$ cat config.mk
export PLATFORM = sky130hd
export DESIGN_NAME = uart_frame_core
export DESIGN_NICKNAME = d
export VERILOG_FILES = /design/src/rtl/uart_frame_core.sv
export SDC_FILE = /design/constraint.sdc
export NUM_CORES = 1
export LEC_CHECK = 0
export ABC_AREA = 1
export ABC_CLOCK_PERIOD_IN_PS = 5110
export CAP_MARGIN = 20
export CORE_ASPECT_RATIO = 1.4
export CORE_MARGIN = 4
export CORE_UTILIZATION = 30
export CTS_BUF_LIST = sky130_fd_sc_hd__clkbuf_8 sky130_fd_sc_hd__clkbuf_16
export DETAILED_ROUTE_END_ITERATION = 6
export GPL_ROUTABILITY_DRIVEN = 0
export PLACE_DENSITY = 0.56
export SYNTH_ARGS = -nofsm -noshare
export SYNTH_HDL_FRONTEND = slang
export SYNTH_SLANG_ARGS = --single-unit
$ cat constraint.sdc
create_clock -name clk_int -period 5.11 [get_ports clk_int]
set_input_delay 0.7665 -clock clk_int [delete_from_list [all_inputs] [get_ports clk_int]]
set_output_delay 0.7665 -clock clk_int [all_outputs]
set_load 0.05 [all_outputs]
$ cat src/rtl/uart_frame_core.sv
// UART framing core: oversampled baud tick, TX/RX frame FSMs, loopback and
// 2-flop RX synchronizer. Configuration is latched per frame.
//
// TX/RX state | meaning
// IDLE        | line idle (TX: ready for a request, RX: waiting for falling edge)
// START       | start bit (RX: waits half a bit, then re-checks for a glitch)
// DATA        | data bits, LSB first
// PARITY      | parity bit (skipped when parity is off)
// STOP        | stop bit(s); RX publishes its result at mid-stop
module uart_frame_core #(
  parameter int CLK_FREQ   = 50000000,
  parameter int DATA_BITS  = 8,
  parameter int OVERSAMPLE = 16
) (
  input  logic                 clk_int,
  input  logic                 uart_reset,
  input  logic [1:0]           freq_control,
  input  logic [1:0]           parity_mode,
  input  logic                 stop2,
  input  logic                 loopback,
  input  logic [DATA_BITS-1:0] uart_tx_data,
  input  logic                 uart_tx_start,
  output logic                 uart_tx_ready,
  output logic                 uart_tx_d_out,
  input  logic                 uart_rx_d_in,
  output logic [DATA_BITS-1:0] uart_rx_data,
  output logic                 uart_rx_valid,
  output logic                 uart_rx_parity_err,
  output logic                 uart_rx_frame_err
);

  localparam int DIV_9600   = (CLK_FREQ + 9600 * OVERSAMPLE / 2) / (9600 * OVERSAMPLE);
  localparam int DIV_19200  = (CLK_FREQ + 19200 * OVERSAMPLE / 2) / (19200 * OVERSAMPLE);
  localparam int DIV_57600  = (CLK_FREQ + 57600 * OVERSAMPLE / 2) / (57600 * OVERSAMPLE);
  localparam int DIV_115200 = (CLK_FREQ + 115200 * OVERSAMPLE / 2) / (115200 * OVERSAMPLE);
  localparam int CW = $clog2(DIV_9600 + 1);
  localparam int TW = $clog2(OVERSAMPLE);
  localparam int BW = $clog2(DATA_BITS);
  localparam logic [TW-1:0] TC_FULL = TW'(OVERSAMPLE - 1);
  localparam logic [TW-1:0] TC_HALF = TW'(OVERSAMPLE / 2 - 1);
  localparam logic [BW-1:0] BIT_LAST = BW'(DATA_BITS - 1);

  typedef enum logic [2:0] {S_IDLE, S_START, S_DATA, S_PARITY, S_STOP} state_t;

  // baud tick: down-counter reloaded on terminal count or baud change
  logic [1:0]    freq_q;
  logic [CW-1:0] cnt_q, cnt_d, div_m1;
  logic          tick;

  always_comb begin
    case (freq_control)
      2'b00:   div_m1 = CW'(DIV_9600 - 1);
      2'b01:   div_m1 = CW'(DIV_19200 - 1);
      2'b10:   div_m1 = CW'(DIV_57600 - 1);
      default: div_m1 = CW'(DIV_115200 - 1);
    endcase
    tick  = (cnt_q == '0);
    cnt_d = cnt_q - 1'b1;
    if (tick || (freq_control != freq_q)) cnt_d = div_m1;
  end

  // TX
  state_t                tx_state_q, tx_state_d;
  logic [TW-1:0]         tx_tcnt_q, tx_tcnt_d;
  logic [BW-1:0]         tx_bit_q, tx_bit_d;
  logic [DATA_BITS-1:0]  tx_shift_q, tx_shift_d;
  logic                  tx_par_q, tx_par_d;
  logic                  tx_par_en_q, tx_par_en_d;
  logic                  tx_stop2_q, tx_stop2_d;
  logic                  tx_line, tx_bit_end;

  always_comb begin
    tx_state_d  = tx_state_q;
    tx_tcnt_d   = tx_tcnt_q;
    tx_bit_d    = tx_bit_q;
    tx_shift_d  = tx_shift_q;
    tx_par_d    = tx_par_q;
    tx_par_en_d = tx_par_en_q;
    tx_stop2_d  = tx_stop2_q;
    tx_line     = 1'b1;
    tx_bit_end  = tick && (tx_tcnt_q == '0);
    if ((tx_state_q != S_IDLE) && tick) tx_tcnt_d = tx_bit_end ? TC_FULL : tx_tcnt_q - 1'b1;
    case (tx_state_q)
      S_IDLE: begin
        if (uart_tx_start) begin
          tx_shift_d  = uart_tx_data;
          tx_par_d    = (^uart_tx_data) ^ parity_mode[1];
          tx_par_en_d = parity_mode[0] ^ parity_mode[1];
          tx_stop2_d  = stop2;
          tx_tcnt_d   = TC_FULL;
          tx_state_d  = S_START;
        end
      end
      S_START: begin
        tx_line = 1'b0;
        if (tx_bit_end) begin
          tx_bit_d   = '0;
          tx_state_d = S_DATA;
        end
      end
      S_DATA: begin
        tx_line = tx_shift_q[0];
        if (tx_bit_end) begin
          tx_shift_d = tx_shift_q >> 1;
          if (tx_bit_q == BIT_LAST) begin
            tx_bit_d   = '0;
            tx_state_d = tx_par_en_q ? S_PARITY : S_STOP;
          end else begin
            tx_bit_d = tx_bit_q + BW'(1);
          end
        end
      end
      S_PARITY: begin
        tx_line = tx_par_q;
        if (tx_bit_end) begin
          tx_bit_d   = '0;
          tx_state_d = S_STOP;
        end
      end
      S_STOP: begin
        if (tx_bit_end) begin
          if (tx_stop2_q && (tx_bit_q == '0)) tx_bit_d = BW'(1);
          else                                tx_state_d = S_IDLE;
        end
      end
      default: tx_state_d = S_IDLE;
    endcase
  end

  assign uart_tx_ready = (tx_state_q == S_IDLE);
  assign uart_tx_d_out = loopback | tx_line;

  // RX
  state_t                rx_state_q, rx_state_d;
  logic [TW-1:0]         rx_tcnt_q, rx_tcnt_d;
  logic [BW-1:0]         rx_bit_q, rx_bit_d;
  logic [DATA_BITS-1:0]  rx_shift_q, rx_shift_d;
  logic                  rx_par_en_q, rx_par_en_d;
  logic                  rx_odd_q, rx_odd_d;
  logic                  rx_perr_acc_q, rx_perr_acc_d;
  logic                  sync1_q, sync2_q, rx_prev_q;
  logic                  rx_line, rx_fall, rx_bit_end;
  logic [DATA_BITS-1:0]  rx_data_q, rx_data_d;
  logic                  rx_valid_q, rx_valid_d;
  logic                  rx_perr_q, rx_perr_d;
  logic                  rx_ferr_q, rx_ferr_d;

  assign rx_line = loopback ? tx_line : sync2_q;
  // edge needs a high previous sample, so a low line after a frame error cannot re-arm
  assign rx_fall = rx_prev_q & ~rx_line;

  always_comb begin
    rx_state_d    = rx_state_q;
    rx_tcnt_d     = rx_tcnt_q;
    rx_bit_d      = rx_bit_q;
    rx_shift_d    = rx_shift_q;
    rx_par_en_d   = rx_par_en_q;
    rx_odd_d      = rx_odd_q;
    rx_perr_acc_d = rx_perr_acc_q;
    rx_data_d     = rx_data_q;
    rx_perr_d     = rx_perr_q;
    rx_ferr_d     = rx_ferr_q;
    rx_valid_d    = 1'b0;
    rx_bit_end    = tick && (rx_tcnt_q == '0);
    if ((rx_state_q != S_IDLE) && tick) rx_tcnt_d = rx_bit_end ? TC_FULL : rx_tcnt_q - 1'b1;
    case (rx_state_q)
      S_IDLE: begin
        if (rx_fall) begin
          rx_tcnt_d     = TC_HALF;
          rx_par_en_d   = parity_mode[0] ^ parity_mode[1];
          rx_odd_d      = parity_mode[1];
          rx_perr_acc_d = 1'b0;
          rx_state_d    = S_START;
        end
      end
      S_START: begin
        if (rx_bit_end) begin
          rx_bit_d   = '0;
          rx_state_d = rx_line ? S_IDLE : S_DATA;
        end
      end
      S_DATA: begin
        if (rx_bit_end) begin
          rx_shift_d = {rx_line, rx_shift_q[DATA_BITS-1:1]};
          if (rx_bit_q == BIT_LAST) rx_state_d = rx_par_en_q ? S_PARITY : S_STOP;
          else                      rx_bit_d   = rx_bit_q + BW'(1);
        end
      end
      S_PARITY: begin
        if (rx_bit_end) begin
          rx_perr_acc_d = rx_line ^ (^rx_shift_q) ^ rx_odd_q;
          rx_state_d    = S_STOP;
        end
      end
      S_STOP: begin
        if (rx_bit_end) begin
          rx_data_d  = rx_shift_q;
          rx_perr_d  = rx_par_en_q & rx_perr_acc_q;
          rx_ferr_d  = ~rx_line;
          rx_valid_d = 1'b1;
          rx_state_d = S_IDLE;
        end
      end
      default: rx_state_d = S_IDLE;
    endcase
  end

  always_ff @(posedge clk_int or negedge uart_reset) begin
    if (!uart_reset) begin
      freq_q        <= '0;
      cnt_q         <= '0;
      tx_state_q    <= S_IDLE;
      tx_tcnt_q     <= '0;
      tx_bit_q      <= '0;
      tx_shift_q    <= '0;
      tx_par_q      <= 1'b0;
      tx_par_en_q   <= 1'b0;
      tx_stop2_q    <= 1'b0;
      rx_state_q    <= S_IDLE;
      rx_tcnt_q     <= '0;
      rx_bit_q      <= '0;
      rx_shift_q    <= '0;
      rx_par_en_q   <= 1'b0;
      rx_odd_q      <= 1'b0;
      rx_perr_acc_q <= 1'b0;
      sync1_q       <= 1'b1;
      sync2_q       <= 1'b1;
      rx_prev_q     <= 1'b1;
      rx_data_q     <= '0;
      rx_valid_q    <= 1'b0;
      rx_perr_q     <= 1'b0;
      rx_ferr_q     <= 1'b0;
    end else begin
      freq_q        <= freq_control;
      cnt_q         <= cnt_d;
      tx_state_q    <= tx_state_d;
      tx_tcnt_q     <= tx_tcnt_d;
      tx_bit_q      <= tx_bit_d;
      tx_shift_q    <= tx_shift_d;
      tx_par_q      <= tx_par_d;
      tx_par_en_q   <= tx_par_en_d;
      tx_stop2_q    <= tx_stop2_d;
      rx_state_q    <= rx_state_d;
      rx_tcnt_q     <= rx_tcnt_d;
      rx_bit_q      <= rx_bit_d;
      rx_shift_q    <= rx_shift_d;
      rx_par_en_q   <= rx_par_en_d;
      rx_odd_q      <= rx_odd_d;
      rx_perr_acc_q <= rx_perr_acc_d;
      sync1_q       <= uart_rx_d_in;
      sync2_q       <= sync1_q;
      rx_prev_q     <= rx_line;
      rx_data_q     <= rx_data_d;
      rx_valid_q    <= rx_valid_d;
      rx_perr_q     <= rx_perr_d;
      rx_ferr_q     <= rx_ferr_d;
    end
  end

  assign uart_rx_data       = rx_data_q;
  assign uart_rx_valid      = rx_valid_q;
  assign uart_rx_parity_err = rx_perr_q;
  assign uart_rx_frame_err  = rx_ferr_q;

endmodule
Word level (Yosys, flattened, before mapping):

Index checks and enable logic that the tools add are counted.

* bitwise logic cells: 8
* reductions and logical operators: 32
* equal/unequal tests: 29
* add/sub/neg operators: 5
* muxes and demuxes: 47

Operators by type and width (count)
* 2-to-1 mux 3 bit: 22
* 2-to-1 mux 4 bit: 8
* != test 2 bit, second input constant: 15
* case mux 3 bit (5 select lines): 2
* case mux 9 bit (3 select lines): 1
* 2-to-1 mux 8 bit: 2
* case mux 8 bit (2 select lines): 1
* XOR reduction 8 bit: 2
* equality test 3 x 2 -> 1 bit, second input constant: 4
* equality test 3 bit, second input constant: 4
* zero test 3 bit: 3
* zero test 9 bit: 1
* 2-to-1 mux 9 bit: 1
* case mux 3 bit (3 select lines): 1
* nonzero test 3 bit: 3
* subtractor 9 x 1 -> 9 bit, second input constant: 1
* zero test 4 bit: 2
* AND reduction 2 bit: 4
* subtractor 4 x 1 -> 4 bit, second input constant: 2
* AND reduction 7 bit: 1
* adder 3 x 1 -> 3 bit, second input constant: 2
* equality test 3 x 1 -> 1 bit, second input constant: 2
* case mux 3 bit (2 select lines): 1
* AND reduction 3 bit: 2
* 20 further kinds: 34

* register bits after elaboration: 67
* input bits: 18
* output and inout port bits: 13
* logic and storage cells: 144

Logic depth before layout (Yosys ltp):

Gate-level depths: netlist of the first run.

* depth after elaboration: 7
* depth in mapped cells: 11
* gate-level depth less buffers: 11

Worst setup path after synthesis of the first run:

OpenSTA, ideal clock, no wires.

* kind: reg2out
* start: register tx_state_q[1]
* end: output port uart_tx_d_out
* arrival time: 1.121 ns
* required time: 4.344 ns
* path buffers: 0
* setup slack: 3.222 ns
* stages on the path, launching flop included: 6
* cells stage by stage: dfrtp_1 inv_2 nor2_4 nand2_2 o21ai_2 nand2_1

* longest elaborated chain between the ends: 3
* elaborated cells on any way between the ends: 5
* classes of those cells: 3 x eq/ne; 1 x mux; 1 x bitwise

Ends and longest elaborated chain
* start, declared: line 63 `state_t tx_state_q, tx_state_d;`
* start signal, assigned: line 236 `tx_state_q <= tx_state_d;`
* equality test 3 x 2 -> 1 bit / equality test 3 x 1 -> 1 bit (equally long branches): line 83 `case (tx_state_q)`
* case mux 1 bit (3 select lines) *: line 83
* OR 1 bit *: line 131 `assign uart_tx_d_out = loopback | tx_line;`
* end, declared: line 24 `output logic uart_tx_d_out,`

Mark *: on every way between the ends. The rest lies on a longest branch, timed or not.

Worst setup path after layout of the first run:

* start: input port loopback
* end: output port uart_tx_d_out

* longest elaborated chain between the ends: 1

Ends and longest elaborated chain
* start, declared: line 20 `input logic loopback,`
* OR 1 bit: line 131

No other way between the ends.

==> results of run 1 <==
## final timing paths
check	end	cells past startpoint	start
setup reg to reg	uart_rx_parity_err	9	cnt_q[0]
max in group asynchronous	cnt_q[6]	2	uart_reset
hold reg to reg	sync2_q	0	sync1_q
min in group asynchronous	rx_shift_q[1]	2	uart_reset
hold / removal	sync2_q	0	sync1_q
setup / recovery	uart_tx_d_out	4	loopback
## worst max-delay path, stage by stage
cell and delay (ps):
clkdlybuf4s50_1 560, inv_1 60, nand2_1 90, clkdlybuf4s50_1 810
## state kept, by name (all words and copies together), names as in the netlist, 2 cells and up
signal,flops
rx_state_q,3
rx_tcnt_q,4
cnt_q,9
rx_bit_q,3
rx_shift_q,8
freq_q,2
tx_bit_q,3
tx_tcnt_q,4
tx_state_q,3
uart_rx_data,8
tx_shift_q,8
## cell usage in the layout, fill, tap and decap left out, types with 4 or more instances in the layout
cell,synthesis,routed
a21oi_1,9,9
clkbuf_16,0,9
clkbuf_8,0,4
clkdlybuf4s50_1,0,29
dfrtp_1,64,64
ha_1,12,12
inv_1,67,69
nand2_1,124,124
nand2_2,7,7
nand3_1,26,26
nor2_1,24,24
nor2_2,5,5
o211ai_1,7,7
o21ai_0,39,39
o21ai_1,11,11
o31ai_1,5,5
xnor2_1,5,5
xor2_1,9,9
## stage by stage
step / power (mW) / std cells
final: 1.389 / 632
after global routing: 1.467 / 632
after CTS: 1.412 / 632
after detailed placement: 0.8097 / 616
after global placement: 0.8006 / 616
after floorplan: 0.7434 / 443
## layout make-up
class	count	area share, %
Clock buffer	13	6.442
Multi-Input combinational cell	302	37.50
Clock inverter	3	0.2876
Sequential cell	67	38.63
Tap cell	147	4.228
Inverter	69	5.953
Timing Repair Buffer	31	6.960
## report_power, final
part / switching (mW) / internal, mW / total (mW)
combinational: 0.112 / 0.0769 / 0.189
clock: 0.213 / 0.377 / 0.590
sequential: 0.0322 / 0.579 / 0.611
## synth_stat cells (2+ instances only)
| master | count |
|---|---|
| buf_6 | 2 |
| o21ai_0 | 39 |
| buf_2 | 3 |
| nor2_8 | 2 |
| xor2_1 | 9 |
| inv_1 | 67 |
| dfstp_2 | 3 |
| dfrtp_1 | 64 |
| or2_2 | 2 |
| o31ai_1 | 5 |
| xnor2_1 | 5 |
| ha_1 | 12 |
| nor2_2 | 5 |
| nand2_1 | 124 |
| nand2_2 | 7 |
| inv_2 | 2 |
| o21ai_2 | 2 |
| o21ai_1 | 11 |
| nor3_1 | 3 |
| nand3_1 | 26 |
| o211ai_1 | 7 |
| a21oi_1 | 9 |
| nor2_1 | 24 |
## layer usage
metal / track usage, % / up-vias / share of wire [%]
met2: 20.33 / 42 / 51
li1: - / 1476 / -
met3: 1.925 / 15 / 2.7
met4: 6.667 / 0 / 2.5
met1: 13.15 / 1332 / 43
met5: 0 / - / 0
## cells by family (layout without fill, tap and decap cells)
logic type,Yosys count,in the layout,synth area share (%)
AO/OA/AOI/OAI,78,78,12.86
XOR/XNOR,14,14,3.398
adder cells (fa/ha/maj),12,12,4.161
buffers and inverters,74,116,8.218
flip-flops,67,67,46.57
AND/OR/NAND/NOR,198,198,24.79
==> results.sh, run 1 <==
export IMPL_fillers=1188
export IMPL_ys_flop_type="dfrtp_1"
export IMPL_grt_pass1_vias=2968
export IMPL_htreeDepth=3
export IMPL_cp_start_kind="primary input"
export IMPL_drt_initial_drc_count=103
export IMPL_drtAntennaViolNets=0
export IMPL_die_area_mm2=0.01387
export IMPL_num_nets_final=510
export IMPL_avgSynthCellArea_um2=8.146
export IMPL_diodes=0
export IMPL_num_rows=47
export IMPL_vias=2865
export IMPL_p_per_area_mw_per_mm2=319.4
export IMPL_wl_per_cell_um=11.60
export IMPL_rsz0062_at_grt="no"
export IMPL_port_buffer_count=30
export IMPL_cp_arrival_ps=2290
export IMPL_cts_buffer_depth=2
export IMPL_cts_setup_buffers=0
export IMPL_ir_drop_mv=0.1979
export IMPL_cp_max_fo=3
export IMPL_antenna_found_initial=0
export IMPL_synth_nets=473
export IMPL_die_y_um=137.8
export IMPL_track_usage_pct=11.60
export IMPL_setup_violations=0
export IMPL_skew_ps=3.616
export IMPL_fin_crit_sh_pct=59.83
export IMPL_synth_edf_count=0
export IMPL_die_w_um=100.7
export IMPL_ys_seq_area_share_pct=46.57
export IMPL_synth_seq_cells=67
export IMPL_cts_tree="built"
export IMPL_maxCapViolCount=0
export IMPL_cts_resized=0
export IMPL_drive_gt1_share_pct=9.691
export IMPL_finalHoldWorstSlack_ps=358.5
export IMPL_required_ps=4340
export IMPL_multi_input_area_mm2=0.001632
export IMPL_max_slew_margin_pct=43.17
export IMPL_syn_inst=443
export IMPL_final_design_area_no_fill_mm2=0.004350
export IMPL_drt_wl_total_um=7329
export IMPL_finalHoldViolations=0
export IMPL_area_growth_pct=20.56
export IMPL_grt_max_degree=68
export IMPL_register_area_mm2=0.001680
export IMPL_avgViaCountPerCell=4.533
export IMPL_insertion_delay_ps=330
export IMPL_utilization_pct=36.81
export IMPL_synthTopCellsByArea="dfrtp_1 (44%), nand2_1 (13%), inv_1 (7.0%)"
export IMPL_synth_area_mm2=0.003608
export IMPL_hpwl_um=5340
export IMPL_yosysTopAreaCellShare_pct=44.38
export IMPL_hold_buffers=0
export IMPL_timing_fmax_mhz=327.1
export IMPL_async_reset_ff_share_pct=100.0
export IMPL_first_pass_iters=4
export IMPL_overflow=0
export IMPL_cts_root_buf="clkbuf_16"
export IMPL_pre_cts_ws_ps=2030
export IMPL_drc=0
export IMPL_start_util_pct=30.53
export IMPL_cts_buffers=9
export IMPL_ios=31
export IMPL_power_leakage_nw=2.191
export IMPL_rrSetupSlack_ps=2990
export IMPL_place_area_mm2=0.004058
export IMPL_yosysTopAreaCell="dfrtp_1"
export IMPL_status="finished clean"
export IMPL_grt_pass1_wl_um=12890
export IMPL_period_minus_slack_ps=3057
export IMPL_setup_ws_ps=2053
export IMPL_timing_worst_slew_pin_value_ps=852.4
export IMPL_path_class="in2out"
export IMPL_clkTransAtPathRegs_ps=50
export IMPL_hold_class="reg2reg"
export IMPL_coreArea_mm2=0.01182
export IMPL_yosysUniqueCellTypes=33
export IMPL_worstSetupEndpointType="primary output"
export IMPL_setup_tns_ps=0
export IMPL_ys_warn_count=0
export IMPL_clock_sinks=67
export IMPL_drv_slew=0
No activity file was read; power rests on OpenSTA's default activity.
==> run 2, diff against run 1 <==
- ABC_CLOCK_PERIOD_IN_PS: 5110 -> 3200
- clock period: 5.11 -> 3.2 ns (I/O delays scaled with it)
==> run 2 against run 1 <==
Core utilization grew 0.13 points; count of clock-buffer cells in the layout is 2 lower; final cell count down 0.16%.
==> results.sh, run 2 (synthesis results as in run 1) <==
export IMPL_clkTransAtPathRegs_ps=50
export IMPL_port_buffer_count=30
export IMPL_final_cells=631
export IMPL_hold_buffers=0
export IMPL_area_growth_pct=20.98
export IMPL_cp_max_fo=5
export IMPL_mostFrequentLayoutCell="nand2_1"
export IMPL_ios=31
export IMPL_cts_root_buf="clkbuf_16"
export IMPL_required_ps=2720
export IMPL_fin_crit_sh_pct=79.39
export IMPL_antenna_found_initial=0
export IMPL_p_per_area_mw_per_mm2=513.9
export IMPL_die_y_um=137.8
export IMPL_power_leakage_nw=2.196
export IMPL_avgViaCountPerCell=4.537
export IMPL_max_stage_delay_ps=710
export IMPL_most_common_layout_cells="nand2_1 (124), inv_1 (69), dfrtp_1 (64), o21ai_0 (39), clkdlybuf4s50_1 (29)"
export IMPL_drt_initial_drc_count=114
export IMPL_hold_class="in2async"
export IMPL_drt_wl_total_um=7155
export IMPL_htreeDepth=3
export IMPL_max_slew_margin_pct=51.67
export IMPL_num_nets_final=510
export IMPL_top_register="cnt_q"
export IMPL_insertion_delay_ps=330
export IMPL_grt_pass1_vias=2879
export IMPL_dr_wl_met3_um=238
export IMPL_crit_chain="inv_2 -> nor2_4 -> nand2_2 -> o21ai_2 -> nand2_1 -> clkdlybuf4s50_1"
export IMPL_diodes=0
export IMPL_track_usage_pct=11.39
export IMPL_cts_tree="built"
export IMPL_timing_fmax_mhz=393.6
export IMPL_grt_pass1_wl_um=12650
export IMPL_cts_setup_buffers=0
export IMPL_drc=0
export IMPL_cp_arrival_ps=2060
export IMPL_clock_sinks=67
export IMPL_worstSetupEndpointType="primary output"
export IMPL_drv_slew=0
export IMPL_cts_buffers=9
export IMPL_skew_ps=5.369
export IMPL_cp_start_kind="flop"
export IMPL_highest_layer="met4"
export IMPL_num_rows=47
export IMPL_hpwl_um=5377
export IMPL_coreArea_mm2=0.01182
export IMPL_maxCapViolCount=0
export IMPL_cts_buffer_depth=2
export IMPL_utilization_pct=36.93
export IMPL_drtAntennaViolNets=0
export IMPL_timing_worst_slew_pin_value_ps=725.0
export IMPL_die_area_mm2=0.01387
export IMPL_rsz0062_at_grt="no"
export IMPL_finalHoldViolations=0
export IMPL_cts_resized=0
export IMPL_path_class="reg2out"
export IMPL_reg2reg_depth=9
export IMPL_die_w_um=100.7
export IMPL_first_pass_iters=4
export IMPL_reg2reg_from="cnt_q[0]"
export IMPL_wl_met1_um=3207
export IMPL_ir_drop_mv=0.2700
export IMPL_start_util_pct=30.53
export IMPL_grt_max_degree=39
export IMPL_overflow=0
export IMPL_rrSetupSlack_ps=1100
export IMPL_vias=2863
export IMPL_critPathSlowestCell="clkdlybuf4s50_1"
export IMPL_setup_violations=0
export IMPL_period_minus_slack_ps=2540
export IMPL_dpl_cell_count=616
export IMPL_largest_register_ffs=9
export IMPL_wl_per_cell_um=11.34
export IMPL_met2_wirelength_um=3541
export IMPL_status="finished clean"
export IMPL_drive_gt1_share_pct=9.504
export IMPL_setup_tns_ps=0
export IMPL_timing_rr_end="uart_rx_data[1]"
-- run 2: cell count changes in the layout (fill, tap and decap cells not counted), sizes merged --
| cell | delta |
|---|---|
| bufinv | +1 |
| clkbuf | -2 |
-- run 2: per-layer routing --
metal,track usage (%),up-vias
met5,0,-
met4,4.719,0
met3,3.191,16
met2,19.30,42
met1,13.42,1328
li1,-,1477
-- run 2: worst max-delay path by stage --
stage / cells past startpoint / slack (ps) / from / end
after floorplan: 9 / 1410 / tx_state_q[0] / tx_tcnt_q[3]
after global placement: 4 / 700 / loopback / uart_tx_d_out
after detailed placement: 4 / 690 / loopback / uart_tx_d_out
after CTS: 6 / 630 / tx_state_q[1] / uart_tx_d_out
after global routing: 4 / 520 / tx_state_q[0] / uart_tx_ready
final: 6 / 660 / tx_state_q[1] / uart_tx_d_out
-- run 2: cell type report --
type                       count  area [um2]
clock buffer                  11       252.7
fill                        1185        7455
sequential                    67        1680
clock inverter                 4       42.54
tap                          147       183.9
inverter                      69       259.0
timing repair buffer          31       315.3
multi-input combinational    302        1632
-- run 2: per-stage QoR --
step           hold WS (ps)  total power, mW  cell area [um2]  worst slack [ps]
2_1_floorplan         184.4            1.187             3608              1414
3_3_place_gp          347.9            1.280             4070             701.9
3_5_place_dp          346.8            1.291             4070             688.9
4_1_cts               219.5            2.280             4365             629.2
5_1_grt               261.2            2.374             4365             523.7
6_report              208.3            2.244             4365             659.6
-- run 2: where the power goes --
| part | internal (mW) | switching (mW) | total, mW |
|---|---|---|---|
| logic | 0.123 | 0.176 | 0.300 |
| clock network | 0.633 | 0.336 | 0.969 |
| registers | 0.924 | 0.0506 | 0.975 |
-- run 2: critical path, delay by kind of cell (launching register included) --
family	cells	cell delay, ps
compound gates	1	160
buf+inv	2	810
flops	1	480
simple gates	3	290
==> run 3, diff against run 2 <==
- ABC_CLOCK_PERIOD_IN_PS: 3200 -> 2550
- clock period: 3.2 -> 2.55 ns (I/O delays scaled with it)
==> run 3 against run 2 <==
Die area did not move; global-route usage up 0.070 points; clock power is 36% higher; sequential share of layout area fell by 0.18 points; count of clock-buffer cells in the layout fell by 2; cell area increased by 0.46%; wire length up 3.8%; power up 30%; via count rose by 0.28%; worst setup slack got worse by 550 ps; core utilization rose by 0.17 points; critical endpoint is now uart_tx_ready; highest routed layer unchanged.
==> results.sh, run 3 (synthesis results as in run 1) <==
export IMPL_cp_max_fo=7
export IMPL_grt_pass1_wl_um=12590
export IMPL_rrSetupSlack_ps=490
export IMPL_ios=31
export IMPL_drt_wl_total_um=7429
export IMPL_max_stage_delay_ps=880
export IMPL_setup_violations=0
export IMPL_grt_pass1_vias=2843
export IMPL_top_register="cnt_q"
export IMPL_maxCapViolCount=0
export IMPL_wl_per_cell_um=11.75
export IMPL_intPower_mw=2.168
export IMPL_timing_worst_slew_pin_value_ps=642.7
export IMPL_dpl_cell_count=616
export IMPL_die_y_um=137.8
export IMPL_num_rows=47
export IMPL_switching_share_pct=25.71
export IMPL_cts_buffers=9
export IMPL_path_class="reg2out"
export IMPL_die_w_um=100.7
export IMPL_overflow=0
export IMPL_max_slew_margin_pct=57.15
export IMPL_cts_buffer_depth=2
export IMPL_hpwl_um=5516
export IMPL_clkTransAtPathRegs_ps=60
export IMPL_multi_input_area_mm2=0.001632
export IMPL_final_cells=632
export IMPL_grt_max_degree=42
export IMPL_skew_ps=7.735
export IMPL_vias=2871
export IMPL_drive_gt1_share_pct=10.10
export IMPL_hold_buffers=0
export IMPL_final_design_area_no_fill_mm2=0.004385
export IMPL_p_sw_mw=0.7503
export IMPL_place_area_mm2=0.004068
export IMPL_setup_tns_ps=0
export IMPL_mostFrequentLayoutCell="nand2_1"
export IMPL_first_pass_iters=4
export IMPL_drtAntennaViolNets=0
export IMPL_total_power_mw=2.918
export IMPL_power_frac_comb_pct=12.9
export IMPL_num_nets_final=510
export IMPL_die_area_mm2=0.01387
export IMPL_drv_slew=0
export IMPL_register_area_mm2=0.001680
export IMPL_finalHoldViolations=0
export IMPL_status="finished clean"
export IMPL_track_usage_pct=11.46
export IMPL_drc=0
export IMPL_power_leakage_nw=2.196
export IMPL_fillers=1185
export IMPL_most_common_layout_cells="nand2_1 (124), inv_1 (68), dfrtp_1 (64), o21ai_0 (39), clkdlybuf4s50_1 (28)"
export IMPL_insertion_delay_ps=330
export IMPL_hold_class="in2async"
export IMPL_port_buffer_count=30
export IMPL_htreeDepth=3
export IMPL_crit_chain="inv_1 -> nand2_1 -> nor2_2 -> clkdlybuf4s50_1"
export IMPL_utilization_pct=37.10
export IMPL_timing_fmax_mhz=409.5
export IMPL_rsz0062_at_grt="no"
export IMPL_clkPwrFrac_pct=45.1
export IMPL_cts_tree="built"
export IMPL_largest_register_ffs=9
export IMPL_clock_sinks=67
export IMPL_cts_setup_buffers=0
export IMPL_antenna_found_initial=0
export IMPL_cp_arrival_ps=2060
export IMPL_cts_resized=0
export IMPL_area_growth_pct=21.53
export IMPL_start_util_pct=30.53
export IMPL_period_minus_slack_ps=2442
export IMPL_sequentialPowerShare_pct=41.9
export IMPL_cp_start_kind="flop"
export IMPL_critPathSlowestCell="clkdlybuf4s50_1"
export IMPL_ir_drop_mv=0.3751
export IMPL_cts_root_buf="clkbuf_16"
export IMPL_timing_rr_end="uart_rx_data[5]"
export IMPL_reg2reg_from="cnt_q[0]"
export IMPL_required_ps=2170
export IMPL_fin_crit_sh_pct=95.76
export IMPL_diodes=0
export IMPL_reg2reg_depth=9
export IMPL_drt_initial_drc_count=112
export IMPL_p_per_area_mw_per_mm2=665.4
export IMPL_avgViaCountPerCell=4.543
export IMPL_worstSetupEndpointType="primary output"
export IMPL_coreArea_mm2=0.01182
run 3: final cells by class:
cell class | instances | area share (%)
repair buffers | 31 | 7.133
well taps | 147 | 4.194
flip-flops and latches | 67 | 38.32
clock inverters | 7 | 2.111
multi-input cells | 302 | 37.20
inverters | 69 | 5.906
clock buffers | 9 | 5.136
run 3: power by group through the flow:
stage	Sequential (mW)	Combinational [mW]	Clock, mW
finish	1.22	0.377	1.32
global route	1.24	0.428	1.41
CTS	1.22	0.385	1.35
detailed placement	1.24	0.383	0
global placement	1.24	0.370	0
floorplan	1.23	0.257	0
run 3: worst max-delay path by stage:
stage               slack, ps            end            start  depth (start not counted)
floorplan                 760   tx_tcnt_q[3]    tx_state_q[0]                          9
global placement          460       cnt_q[0]  freq_control[1]                          8
detailed placement        350       cnt_q[0]  freq_control[1]                          8
CTS                       100  uart_tx_ready    tx_state_q[0]                          4
global route               10  uart_tx_ready    tx_state_q[0]                          4
finish                    110  uart_tx_ready    tx_state_q[0]                          4
run 3: per-stage QoR:
stage | setup WS (ps) | hold slack, ps
global route | 9.640 | 109.8
detailed placement | 347.0 | 352.6
floorplan | 764.4 | 86.91
global placement | 459.5 | 345.3
CTS | 96.85 | 92.14
finish | 108.0 | 70.92
run 3: critical path, delay by kind of cell (launching register included):
| kind | cells | cell delay, ps |
|---|---|---|
| flops | 1 | 370 |
| simple gates | 2 | 320 |
| buf+inv | 2 | 1050 |
run 3: metal layers:
| layer | global-route usage (%) | part of all wire (%) |
|---|---|---|
| met5 | 0 | 0 |
| met4 | 5.543 | 2.2 |
| met3 | 3.445 | 3.2 |
| met2 | 19.12 | 50 |
| met1 | 13.29 | 45 |
